<file path="src/rtl/kl8_rx.sv">
// Console keyboard receiver: deserialises 8N1 frames from rx and presents each
// character as data plus a keyboard flag, with sticky overrun/framing status.
module kl8_rx #(
  parameter int CLK_HZ    = 25000000,
  parameter int BAUD      = 115200,
  parameter bit MARK_BIT7 = 1'b1
) (
  input  logic       clk,
  input  logic       reset,
  input  logic       rx,
  input  logic       kcc,
  output logic [7:0] data,
  output logic       flag,
  output logic       overrun,
  output logic       frame_err,
  output logic       busy
);

  localparam int BIT_TICKS = CLK_HZ / BAUD;
  localparam int HALF      = BIT_TICKS / 2;
  localparam int CW        = $clog2(BIT_TICKS);

  localparam logic [CW-1:0] HALF_M1 = CW'(HALF - 1);
  localparam logic [CW-1:0] BIT_M1  = CW'(BIT_TICKS - 1);

  localparam logic [2:0] S_IDLE  = 3'd0;
  localparam logic [2:0] S_START = 3'd1;
  localparam logic [2:0] S_DATA  = 3'd2;
  localparam logic [2:0] S_STOP  = 3'd3;
  localparam logic [2:0] S_BREAK = 3'd4;

  logic          s1_q, rs_q;
  logic [2:0]    state_q, state_d;
  logic [CW-1:0] cnt_q, cnt_d;
  logic [2:0]    idx_q, idx_d;
  logic [7:0]    shift_q, shift_d;
  logic [7:0]    data_q, data_d;
  logic          flag_q, flag_d;
  logic          overrun_q, overrun_d;
  logic          frame_err_q, frame_err_d;
  logic          load, ferr_set;

  always_comb begin
    state_d  = state_q;
    cnt_d    = cnt_q;
    idx_d    = idx_q;
    shift_d  = shift_q;
    load     = 1'b0;
    ferr_set = 1'b0;

    case (state_q)
      S_IDLE: begin
        cnt_d = '0;
        if (!rs_q) state_d = S_START;
      end
      S_START: begin
        if (cnt_q == HALF_M1) begin
          cnt_d = '0;
          if (rs_q) begin
            state_d = S_IDLE;
          end else begin
            state_d = S_DATA;
            idx_d   = 3'd0;
          end
        end else begin
          cnt_d = cnt_q + CW'(1);
        end
      end
      S_DATA: begin
        if (cnt_q == BIT_M1) begin
          cnt_d          = '0;
          shift_d[idx_q] = rs_q;
          if (idx_q == 3'd7) state_d = S_STOP;
          else               idx_d   = idx_q + 3'd1;
        end else begin
          cnt_d = cnt_q + CW'(1);
        end
      end
      S_STOP: begin
        if (cnt_q == BIT_M1) begin
          cnt_d = '0;
          if (rs_q) begin
            load    = 1'b1;
            state_d = S_IDLE;
          end else begin
            ferr_set = 1'b1;
            state_d  = S_BREAK;
          end
        end else begin
          cnt_d = cnt_q + CW'(1);
        end
      end
      S_BREAK: begin
        // Stay here until the line goes idle so a held break cannot start frames.
        cnt_d = '0;
        if (rs_q) state_d = S_IDLE;
      end
      default: begin
        state_d = S_IDLE;
        cnt_d   = '0;
      end
    endcase

    // A load in the same cycle as kcc wins; the old flag then counts as cleared.
    data_d    = load ? {shift_q[7] | MARK_BIT7, shift_q[6:0]} : data_q;
    flag_d    = load ? 1'b1 : (kcc ? 1'b0 : flag_q);
    overrun_d = kcc ? 1'b0 : (overrun_q | (load & flag_q));
    frame_err_d = ferr_set ? 1'b1 : (kcc ? 1'b0 : frame_err_q);
  end

  always_ff @(posedge clk) begin
    if (!reset) begin
      s1_q        <= 1'b1;
      rs_q        <= 1'b1;
      state_q     <= S_IDLE;
      cnt_q       <= '0;
      idx_q       <= 3'd0;
      shift_q     <= 8'h00;
      data_q      <= 8'h00;
      flag_q      <= 1'b0;
      overrun_q   <= 1'b0;
      frame_err_q <= 1'b0;
    end else begin
      s1_q        <= rx;
      rs_q        <= s1_q;
      state_q     <= state_d;
      cnt_q       <= cnt_d;
      idx_q       <= idx_d;
      shift_q     <= shift_d;
      data_q      <= data_d;
      flag_q      <= flag_d;
      overrun_q   <= overrun_d;
      frame_err_q <= frame_err_d;
    end
  end

  assign data      = data_q;
  assign flag      = flag_q;
  assign overrun   = overrun_q;
  assign frame_err = frame_err_q;
  assign busy      = (state_q != S_IDLE);

endmodule

</file>
<file path="config.mk">
export PLATFORM = sky130hd
export DESIGN_NAME = kl8_rx
export DESIGN_NICKNAME = d
export VERILOG_FILES = /design/src/rtl/kl8_rx.sv
export SDC_FILE = /design/constraint.sdc
export NUM_CORES = 1
export LEC_CHECK = 0
export CAP_MARGIN = 40
export CELL_PAD_IN_SITES_DETAIL_PLACEMENT = 0
export CELL_PAD_IN_SITES_GLOBAL_PLACEMENT = 2
export CORE_MARGIN = 2
export CORE_UTILIZATION = 35
export DETAILED_ROUTE_END_ITERATION = 6
export GPL_TIMING_DRIVEN = 0
export PLACE_DENSITY = 0.87
export SETUP_SLACK_MARGIN = 0.4
export SYNTH_ARGS = -nofsm -noshare
export SYNTH_HDL_FRONTEND = slang
export SYNTH_SLANG_ARGS = --single-unit
</file>
<file path="constraint.sdc">
create_clock -name clk -period 1.96 [get_ports clk]
set_clock_uncertainty 0.15 [all_clocks]
set_input_delay 0.196 -clock clk [delete_from_list [all_inputs] [get_ports clk]]
set_output_delay 0.196 -clock clk [all_outputs]
set_load 0.005 [all_outputs]
</file>
==> results.sh, run 1 <==
export IMPL_synth_area_top_cells="dfxtp_1, mux2i_1, nor2b_1, nand2_1, ha_1"
export IMPL_ys_ff_latch=34
export IMPL_cts_hold_buf=0
export IMPL_antenna_found_initial=0
export IMPL_synthesis_nets=169
export IMPL_viasPerCell=4.97
export IMPL_setup_ws_ns=0.276
export IMPL_clockBufferDepth=2
export IMPL_clkTransAtPathRegs_ns=0.07
export IMPL_synth_async_reset_ratio_pct=0
export IMPL_hold_viol=0
export IMPL_peakVddDrop_v=0.000304
export IMPL_dr_first_iter_drc_count=20
export IMPL_die_area_um2=5090
export IMPL_yosysTopAreaCell="dfxtp_1"
export IMPL_synth_edf_count=0
export IMPL_slowest_stage="or3b_4"
export IMPL_clock_sinks=34
export IMPL_ant_nets=0
export IMPL_syn2layout_area_growth_pct=34.1
export IMPL_synth_common_cells="dfxtp_1, nand2_1, mux2i_1"
export IMPL_synth_cells=161
export IMPL_worstReg2RegEnd="shift_q[2]"
export IMPL_place_ws_ns=0.210
export IMPL_die_h_um=71.4
export IMPL_relSlewSlack_pct=67.8
export IMPL_hold_path_class="reg2reg"
export IMPL_grt_max_degree=12
export IMPL_syn_area_um2=1590
export IMPL_cts_root_buffer="clkbuf_8"
export IMPL_grt_overflow=0
export IMPL_coreArea_um2=4350
export IMPL_layout_drive_gt1_share_pct=26.8
export IMPL_status="finished clean"
export IMPL_worstMarginPinSlew_ns=0.482
export IMPL_fin_crit_ns=1.68
export IMPL_antenna_cells=0
export IMPL_setup_violations=0
export IMPL_worstHoldPathCells=1
export IMPL_yosys_area_top_type_share_pct=42.9
export IMPL_final_nets=201
export IMPL_fill_cells=414
export IMPL_vias=1223
export IMPL_reg2reg_slack_ns=0.28
export IMPL_htreeDepth=2
export IMPL_endpoint_kind="register"
export IMPL_grt_pass1_vias=1283
export IMPL_synth_most_common_cell="dfxtp_1"
export IMPL_wire_per_inst_um=13.5
export IMPL_power_leakage_nw=0.864
export IMPL_maxCapViolations=0
export IMPL_place_congestion=0.720
export IMPL_yosysUniqueCellTypes=40
export IMPL_r2r_start="state_q[2]"
export IMPL_power_mw=1.39
export IMPL_max_clock_freq_ghz=0.594
export IMPL_slew_viol_final=0
export IMPL_cp_required_ns=1.97
export IMPL_wl_mm=3.32
export IMPL_cts_buffers=5
export IMPL_yosysWarnings=0
export IMPL_hp_start="s1_q"
export IMPL_synth_avg_cell_area_um2=9.86
export IMPL_firstDrtPassIters=2
export IMPL_worst_path_max_fanout=6
export IMPL_fp_dieW_um=71.4
export IMPL_rows=24
export IMPL_cp_arrival_ns=1.70
export IMPL_initial_core_util_pct=36.5
export IMPL_slowest_delay_ns=0.44
export IMPL_pwr_density_cell_nw_per_um2=654
export IMPL_period_share_pct=85.9
export IMPL_ios=16
export IMPL_drc=0
export IMPL_ys_flop_type="dfxtp_1"
export IMPL_path_cells="buf_6 > or3b_4 > nor4_4 > nand3b_1 > mux2i_1"
export IMPL_hold_path_end="rs_q"
export IMPL_cts_tree="yes"
export IMPL_rr_worst_depth=5
export IMPL_dp_hpwl_mm=2.23
export IMPL_rsz0062_at_grt="yes"
export IMPL_crit_type="reg2reg"
export IMPL_portBuffers=15
export IMPL_clk_latency_ns=0.29
export IMPL_fin_setup_tns_ns=0
export IMPL_track_usage_pct=15.3
export IMPL_seq_area_frac_synth_pct=42.9
export IMPL_grt_pass1_wl_mm=6.02
export IMPL_cp_start_kind="register"
logic make-up after synthesis:
family / after synthesis / share of synthesized area [%]
DFF: 34 / 42.9
and+or+nand+nor: 72 / 28.2
AOI/OAI and AO/OA: 17 / 8.83
muxes: 16 / 10.1
buffers and inverters: 11 / 2.99
adders and majority gates: 4 / 3.15
xor gates and xnor gates: 7 / 3.86
registers in the layout (all words and copies together) (netlist names):
name       flops
cnt_q          8
data           8
shift_q        7
idx_q          3
state_q        3
flag           1
frame_err      1
overrun        1
rs_q           1
s1_q           1
metal layers:
| layer | routed length [um] | track usage [%] | share of wire [%] | vias up |
|---|---|---|---|---|
| li1 | - | - | - | 623 |
| met1 | 1480 | 17.2 | 45 | 583 |
| met2 | 1660 | 26.0 | 50 | 10 |
| met3 | 116 | 5.77 | 3.5 | 7 |
| met4 | 57 | 6.08 | 1.7 | 0 |
| met5 | 0 | 0 | 0 | - |
worst max-delay path by stage:
stage	start	endpoint	slack, ns	cells past startpoint
floorplan	state_q[2]	state_q[1]	0.39	5
global placement	reset	state_q[2]	0.24	4
detailed placement	reset	state_q[2]	0.21	4
CTS	state_q[2]	state_q[2]	0.27	5
global route	state_q[2]	state_q[1]	0.22	5
finish	state_q[2]	shift_q[2]	0.28	5
cell type report:
class	instances	area, um2	share of cell area, %
Multi-Input combinational cell	116	950	44.6
Sequential cell	34	702	33.0
Timing Repair Buffer	25	240	11.3
Clock buffer	5	68.8	3.23
Tap cell	52	65.1	3.06
Buffer	6	45.0	2.12
Clock inverter	3	40.0	1.88
Inverter	5	18.8	0.881
stage by stage:
stage / utilization (%) / hold WS [ns] / cell area, um2 / std cells
after floorplan: - / 0.119 / 1620 / 161
after global placement: 42.0 / 0.239 / 1830 / 228
after detailed placement: 42.0 / 0.246 / 1830 / 228
after CTS: 48.6 / 0.264 / 2120 / 245
after global routing: 48.9 / 0.290 / 2130 / 246
final: 48.9 / 0.264 / 2130 / 246
critical path, delay by kind of cell, from the launching register on:
kind	cells	cell delay [ns]
buffers and inverters	1	0.12
flip-flops	1	0.32
multiplexers	1	0.15
AND/OR/NAND/NOR	3	0.82
report_power, final:
| part | switching [mW] | total (mW) | internal (mW) |
|---|---|---|---|
| Sequential | 0.00276 | 0.693 | 0.690 |
| Combinational | 0.0349 | 0.0699 | 0.0350 |
| Clock | 0.255 | 0.629 | 0.374 |
| Total | 0.293 | 1.39 | 1.10 |
timing repair:
item,CTS,global route
buffers inserted,8,1
resized for setup,30,6
pin swaps,15,8
endpoints found under the setup margin,30,32
gates cloned,1,0
cell usage in the layout, fill, tap and decap left out, drive strengths merged, types with 4 or more instances in the layout:
cell	Yosys	final
nor2b	12	12
nor2	11	11
o21a	4	4
nand3	7	7
xor2	4	4
buf	3	14
nand4b	5	5
ha	4	4
clkdlybuf4s50	0	14
nand2	19	19
mux2i	16	16
clkbuf	3	8
dfxtp	34	34
inv	5	5
(Power assumes the default switching activity.)
==> run 2: changes to the inputs <==
--- a/config.mk
+++ b/config.mk
@@ -12,6 +12,7 @@
 export CORE_UTILIZATION = 35
 export DETAILED_ROUTE_END_ITERATION = 6
 export GPL_TIMING_DRIVEN = 0
+export HOLD_SLACK_MARGIN = 0.05
 export PLACE_DENSITY = 0.87
 export SETUP_SLACK_MARGIN = 0.4
 export SYNTH_ARGS = -nofsm -noshare
==> results of run 2 <==
Same layout as run 1: the final DEF is identical, and so are final timing and power.
